**config.mk**
```make
export PLATFORM = sky130hd
export DESIGN_NAME = tmds_symbol_sequencer
export DESIGN_NICKNAME = d
export VERILOG_FILES = /design/src/rtl/tmds_symbol_sequencer.sv
export SDC_FILE = /design/constraint.sdc
export NUM_CORES = 1
export LEC_CHECK = 0
export ABC_AREA = 1
export BUFFER_PORTS_ARGS = -buffer_cell sky130_fd_sc_hd__buf_4
export CAP_MARGIN = 30
export CORE_ASPECT_RATIO = 1.5
export CORE_UTILIZATION = 59
export CTS_CLUSTER_DIAMETER = 200
export DETAILED_ROUTE_END_ITERATION = 7
export GPL_TIMING_DRIVEN = 0
export MAX_ROUTING_LAYER = met4
export PLACE_DENSITY = 0.78
export SETUP_SLACK_MARGIN = 0.02
export SYNTH_ARGS = -nofsm -noshare
export SYNTH_HDL_FRONTEND = slang
export SYNTH_SLANG_ARGS = --single-unit
```
**constraint.sdc**
```tcl
create_clock -name clk -period 1.5 [get_ports clk]
set_input_delay 0.3 -clock clk [delete_from_list [all_inputs] [get_ports clk]]
set_output_delay 0.3 -clock clk [all_outputs]
set_load 0.02 [all_outputs]
```
**src/rtl/tmds_symbol_sequencer.sv**
```systemverilog
// Per-pixel TMDS lane symbol scheduler: control / preamble / guard / video, fixed 11-cycle latency.
// Define TMDS_HDMI_GUARD_EN to insert the HDMI video preamble and guard band (otherwise plain DVI).
module tmds_symbol_sequencer #(
  parameter int CTRL_MIN = 12
) (
  input  logic        clk,
  input  logic        rst,
  input  logic        link_en,
  input  logic        de,
  input  logic        hsync,
  input  logic        vsync,
  input  logic [29:0] tmds_in,
  output logic [9:0]  par_data0,
  output logic [9:0]  par_data1,
  output logic [9:0]  par_data2,
  output logic        video_active,
  output logic        short_ctrl
);

  localparam logic [9:0] CTRL00  = 10'b1101010100;
  localparam logic [9:0] CTRL01  = 10'b0010101011;
  localparam logic [9:0] CTRL10  = 10'b0101010100;
  localparam logic [9:0] CTRL11  = 10'b1010101011;
  localparam logic [9:0] GUARD_A = 10'b1011001100;
  localparam logic [9:0] GUARD_B = 10'b0100110011;

  typedef enum logic [1:0] {ST_CTRL, ST_PREAMBLE, ST_GUARD, ST_VIDEO} state_t;

  state_t      state;
  logic [2:0]  phase;
  logic [32:0] dly [10];
  logic        ge;
  logic        arm;
  logic        short_next;
  logic        d_ge;
  logic [1:0]  d_hv;
  logic [29:0] d_px;

  assign ge   = de & link_en;
  assign d_ge = dly[9][32];
  assign d_hv = {dly[9][30], dly[9][31]};
  assign d_px = dly[9][29:0];

  // Lookahead line: stage 0 holds the previous input cycle, stage 9 feeds the output register.
  always_ff @(posedge clk) begin
    if (rst) begin
      for (int i = 0; i < 10; i++) dly[i] <= '0;
    end else begin
      dly[0] <= {ge, hsync, vsync, tmds_in};
      for (int i = 1; i < 10; i++) dly[i] <= dly[i-1];
    end
  end

`ifdef TMDS_HDMI_GUARD_EN
  localparam logic [3:0] CTRL_MIN_W = 4'(CTRL_MIN);

  logic [3:0] run_cnt;
  logic       rise;
  logic       long_run;

  always_ff @(posedge clk) begin
    if (rst || ge) run_cnt <= '0;
    else if (run_cnt != 4'd15) run_cnt <= run_cnt + 4'd1;
  end

  // The rise is seen at the input, ten cycles ahead of the data reaching the output register,
  // which is exactly the room needed for 8 preamble + 2 guard symbols.
  assign rise       = ge & ~dly[0][32];
  assign long_run   = (run_cnt >= CTRL_MIN_W);
  assign arm        = rise & long_run;
  assign short_next = rise & ~long_run;
`else
  assign arm        = 1'b0;
  assign short_next = 1'b0;
`endif

  function automatic logic [9:0] ctrl_sym(input logic [1:0] idx);
    case (idx)
      2'b00:   ctrl_sym = CTRL00;
      2'b01:   ctrl_sym = CTRL01;
      2'b10:   ctrl_sym = CTRL10;
      default: ctrl_sym = CTRL11;
    endcase
  endfunction

  // Packs {video_active, lane2, lane1, lane0} for the state being entered.
  function automatic logic [30:0] emit(input state_t s, input logic [1:0] hv, input logic [29:0] px);
    case (s)
      ST_PREAMBLE: emit = {1'b0, CTRL00, CTRL01, ctrl_sym(hv)};
      ST_GUARD:    emit = {1'b0, GUARD_A, GUARD_B, GUARD_A};
      ST_VIDEO:    emit = {1'b1, px};
      default:     emit = {1'b0, CTRL00, CTRL00, ctrl_sym(hv)};
    endcase
  endfunction

  always_ff @(posedge clk) begin
    if (rst) begin
      state        <= ST_CTRL;
      phase        <= '0;
      par_data0    <= CTRL00;
      par_data1    <= CTRL00;
      par_data2    <= CTRL00;
      video_active <= 1'b0;
      short_ctrl   <= 1'b0;
    end else begin
      short_ctrl <= short_next;
      case (state)
        ST_CTRL: begin
          if (arm) begin
            state <= ST_PREAMBLE;
            phase <= '0;
            {video_active, par_data2, par_data1, par_data0} <= emit(ST_PREAMBLE, d_hv, d_px);
          end else if (d_ge) begin
            state <= ST_VIDEO;
            {video_active, par_data2, par_data1, par_data0} <= emit(ST_VIDEO, d_hv, d_px);
          end else begin
            {video_active, par_data2, par_data1, par_data0} <= emit(ST_CTRL, d_hv, d_px);
          end
        end
        ST_PREAMBLE: begin
          if (phase == 3'd7) begin
            state <= ST_GUARD;
            phase <= '0;
            {video_active, par_data2, par_data1, par_data0} <= emit(ST_GUARD, d_hv, d_px);
          end else begin
            phase <= phase + 3'd1;
            {video_active, par_data2, par_data1, par_data0} <= emit(ST_PREAMBLE, d_hv, d_px);
          end
        end
        ST_GUARD: begin
          // A link drop during the lead-in leaves delayed ge low here; fall back to control.
          if (phase == 3'd1) begin
            phase <= '0;
            state <= d_ge ? ST_VIDEO : ST_CTRL;
            {video_active, par_data2, par_data1, par_data0} <=
              emit(d_ge ? ST_VIDEO : ST_CTRL, d_hv, d_px);
          end else begin
            phase <= phase + 3'd1;
            {video_active, par_data2, par_data1, par_data0} <= emit(ST_GUARD, d_hv, d_px);
          end
        end
        default: begin
          state <= d_ge ? ST_VIDEO : ST_CTRL;
          {video_active, par_data2, par_data1, par_data0} <=
            emit(d_ge ? ST_VIDEO : ST_CTRL, d_hv, d_px);
        end
      endcase
    end
  end

endmodule

```
==> run metrics <==
status completed; setup TNS 0 ps; gp weighted congestion 0.858; Overflow after GRT 0; largest fanout on the critical path 10; Worst Hold Path EP par_data2[5]$_SDFF_PP0_; P_leak approximately 5.6 nW; Netlist Area Pre-Place ~11,000 sq um; CP peak stage delay 340 ps; sequential area share after synthesis 67.2%; routed len/inst about 10 microns; vias in the first global route ~6,700; hold wc startpoint rst; Ports 68; IO Port Bufs 65; fin cells between 1,500 and 2,000; final core utilization between 70% and 80%; Die Y about 170 microns; area growth from synthesis to layout 19.2%; antenna-violating nets left 0; Max Fclk 709 MHz; CTS tree done; crit path DAT ~1800 ps; syn_area_per_cell between 8 and 9 sq um; Netlist cell types 24; area fraction of the dominant cell type after synthesis between 60% and 70%; Reg2Reg Depth 6; clk_lat worst skew approximately 540 ps; 1st-pass router iterations 4; Remaining DRCs 0; Core Area ~18,000 sq um; slowest stage cell, crit path dfxtp_2; unrepaired setup endpoints after global routing yes; placed cell count ~1,500; final hold slack between 200 and 300 ps; largest net degree at the start of global routing 18; gr usage total between 10% and 20%; critical-path cell list ha_1 > nor2_4 > nand2_2 > buf_6 > a21oi_2 > nand3_1; DP Area ~12,000 sq um; Peak VDD IR ~1.1 mV; Worst setup EP type flip-flop; max-cap violation count 0; Synth area leaders dfxtp_1 (67%), inv_1 (12%), nor2_1 (12%); initial antenna violation count 0; Nets 1,417; Hold Path Class in -> reg; R2R setup slack 90 ps; Starting Density 60.5%; Synth Instances roughly 1,200; global-route wire length before repair around 27 mm; # diodes 0; crit path buf inv count 1; fin area between 10,000 and 15,000 sq um; post-DR vias/cell 4.28; PwrDens about 1500 nW/um^2; H-tree Lvls 1; net count after synthesis 1,287; root buf cell clkbuf_16; total wire length between 15 and 20 mm; DIE AREA roughly 19,000 sq um; crit path time final about 1400 ps; CP Data Required Time about 1900 ps; worst slew pin tran roughly 660 ps; launch point of the worst reg-to-reg path state[0]$_SDFFE_PP0P_; clk sink count ~370; Worst Path Class, Setup reg -> reg; Setup violations, final 0; Slew Viols, Final 0; Worst setup SP type flip-flop; Chip Width between 100 and 150 microns; area leader, netlist dfxtp_1; Clk pin slew, worst setup/hold paths ~70 ps; clk buf depth 3; Final Cycle Share around 94%; Fillers 1,205; Worst R2R End par_data0[9]$_SDFF_PP1_; Vias roughly 7,000; TritonCTS Buffers 29; Max-slew headroom roughly 56%; hold depth 4; Ys Warns 0; FP Rows 60; layout cells sized above 1 between 10% and 20%; post-synthesis register bit count between 300 and 400; skew final approximately 9.8 ps; detailed placement HPWL about 9.8 mm; Fin. Hold Viols 0; Crit path max-delay family simple AND/OR/NAND/NOR gates; DR iter-0 viols 184
==> power by group <==
group | internal (mW) | leakage (nW) | switching, mW | total (mW)
clock network | 4.32 | 0.482 | 3.27 | 7.59
registers | 10.1 | 2.97 | 0.138 | 10.3
logic | 0.831 | 2.19 | 1.25 | 2.08
==> through the flow <==
step                      power (mW)  worst slack [ps]
after floorplan                 11.8               150
after global routing            20.7             -15.5
final                           19.9              88.7
after global placement          12.4              52.8
after detailed placement        12.4              2.87
after CTS                       20.0              42.0
==> cell usage after synthesis <==
cell type	count
dfxtp_1	366
inv_1	354
nor2_1	343
nand2_1	54
buf_2	36
o21ai_0	16
nand3_1	13
a21oi_1	12
ha_1	12
clkbuf_1	4
inv_2	4
nand2_2	4
o211ai_1	4
buf_4	2
nand2_4	2
nand4_1	2
nor2_2	2
nor2_4	2
o21ai_1	2
a21oi_2	1
a31oi_1	1
buf_6	1
conb_1	1
or2_2	1
==> worst max-delay path by stage <==
| stage | start | to | cells past startpoint |
|---|---|---|---|
| final | state[0]$_SDFFE_PP0P_ | par_data0[9]$_SDFF_PP1_ | 6 |
| after global placement | state[0]$_SDFFE_PP0P_ | par_data0[9]$_SDFF_PP1_ | 7 |
| after detailed placement | state[0]$_SDFFE_PP0P_ | par_data0[9]$_SDFF_PP1_ | 7 |
| after CTS | state[1]$_SDFFE_PP0P_ | par_data0[9]$_SDFF_PP1_ | 7 |
| after global routing | state[0]$_SDFFE_PP0P_ | par_data0[9]$_SDFF_PP1_ | 7 |
| after floorplan | state[0]$_SDFFE_PP0P_ | par_data0[9]$_SDFF_PP1_ | 7 |
==> area by class of cell <==
cell class | instances | area, sq um | area share, %
Multi-Input combinational cell | 472 | 2020 | 15.5
Tap cell | 217 | 272 | 2.09
Inverter | 358 | 1340 | 10.3
Sequential cell | 366 | 7330 | 56.4
Clock inverter | 16 | 171 | 1.32
Clock buffer | 36 | 802 | 6.18
Buffer | 43 | 221 | 1.71
Timing Repair Buffer | 99 | 828 | 6.38
==> placed cells by master, fill, tap and decap left out <==
master,synthesis,routed
o211ai_1,4,4
buf_2,36,36
buf_4,2,67
or2_2,1,1
nand2_4,2,2
a21oi_1,12,12
a31oi_2,0,1
buf_6,1,1
nor2_1,343,343
nor2_2,2,2
nor2_4,2,2
conb_1,1,1
clkinvlp_4,0,2
clkbuf_16,0,29
clkbuf_8,0,5
dfxtp_2,0,2
o21ai_1,2,3
ha_2,0,3
clkbuf_1,4,6
inv_1,354,354
nand3_1,13,13
o21ai_0,16,15
nand2_1,54,54
bufinv_16,0,3
clkinv_2,0,8
ha_1,12,9
nand4_1,2,2
dfxtp_1,366,364
inv_2,4,4
clkinv_4,0,3
dlygate4sd3_1,0,34
nand2_2,4,4
a21oi_2,1,1
==> metal layers <==
layer | routed length [microns] | track usage [%]
met5 | 0 | -
met4 | 654 | 8.41
met3 | 631 | 3.22
met2 | 9580 | 38.9
met1 | 5050 | 12.9
==> state kept, by name (all words and copies together), names as in the netlist <==
| name | count |
|---|---|
| phase | 3 |
| state | 2 |
| par_data0 | 10 |
| par_data2 | 10 |
| video_active | 1 |
| dly | 330 |
| par_data1 | 10 |
==> worst reg2reg max path: stages, from the launching register on <==
cell and delay, ps:
dfxtp_2 340, ha_1 280, nor2_4 190, nand2_2 120, buf_6 160, a21oi_2 120
nand3_1 70
==> kinds of logic after synthesis <==
| group | share of synthesized area, % |
|---|---|
| simple gates | 15.2 |
| buf+inv | 14.4 |
| flops | 67.2 |
| compound gates | 1.79 |
| fa+ha+maj | 1.38 |
| other cells | 0.0344 |
==> what timing repair did <==
| item | 4_1_cts | 5_1_grt |
|---|---|---|
| resized for setup | 1 | 6 |
| pin swaps | 1 | 0 |
| endpoints found under the setup margin | 4 | 17 |
| hold buffers | 34 | 0 |
| endpoints found under the hold margin | 33 | 0 |
| buffers inserted | 0 | 0 |
Note: power is estimated with default switching activity, not from simulation.
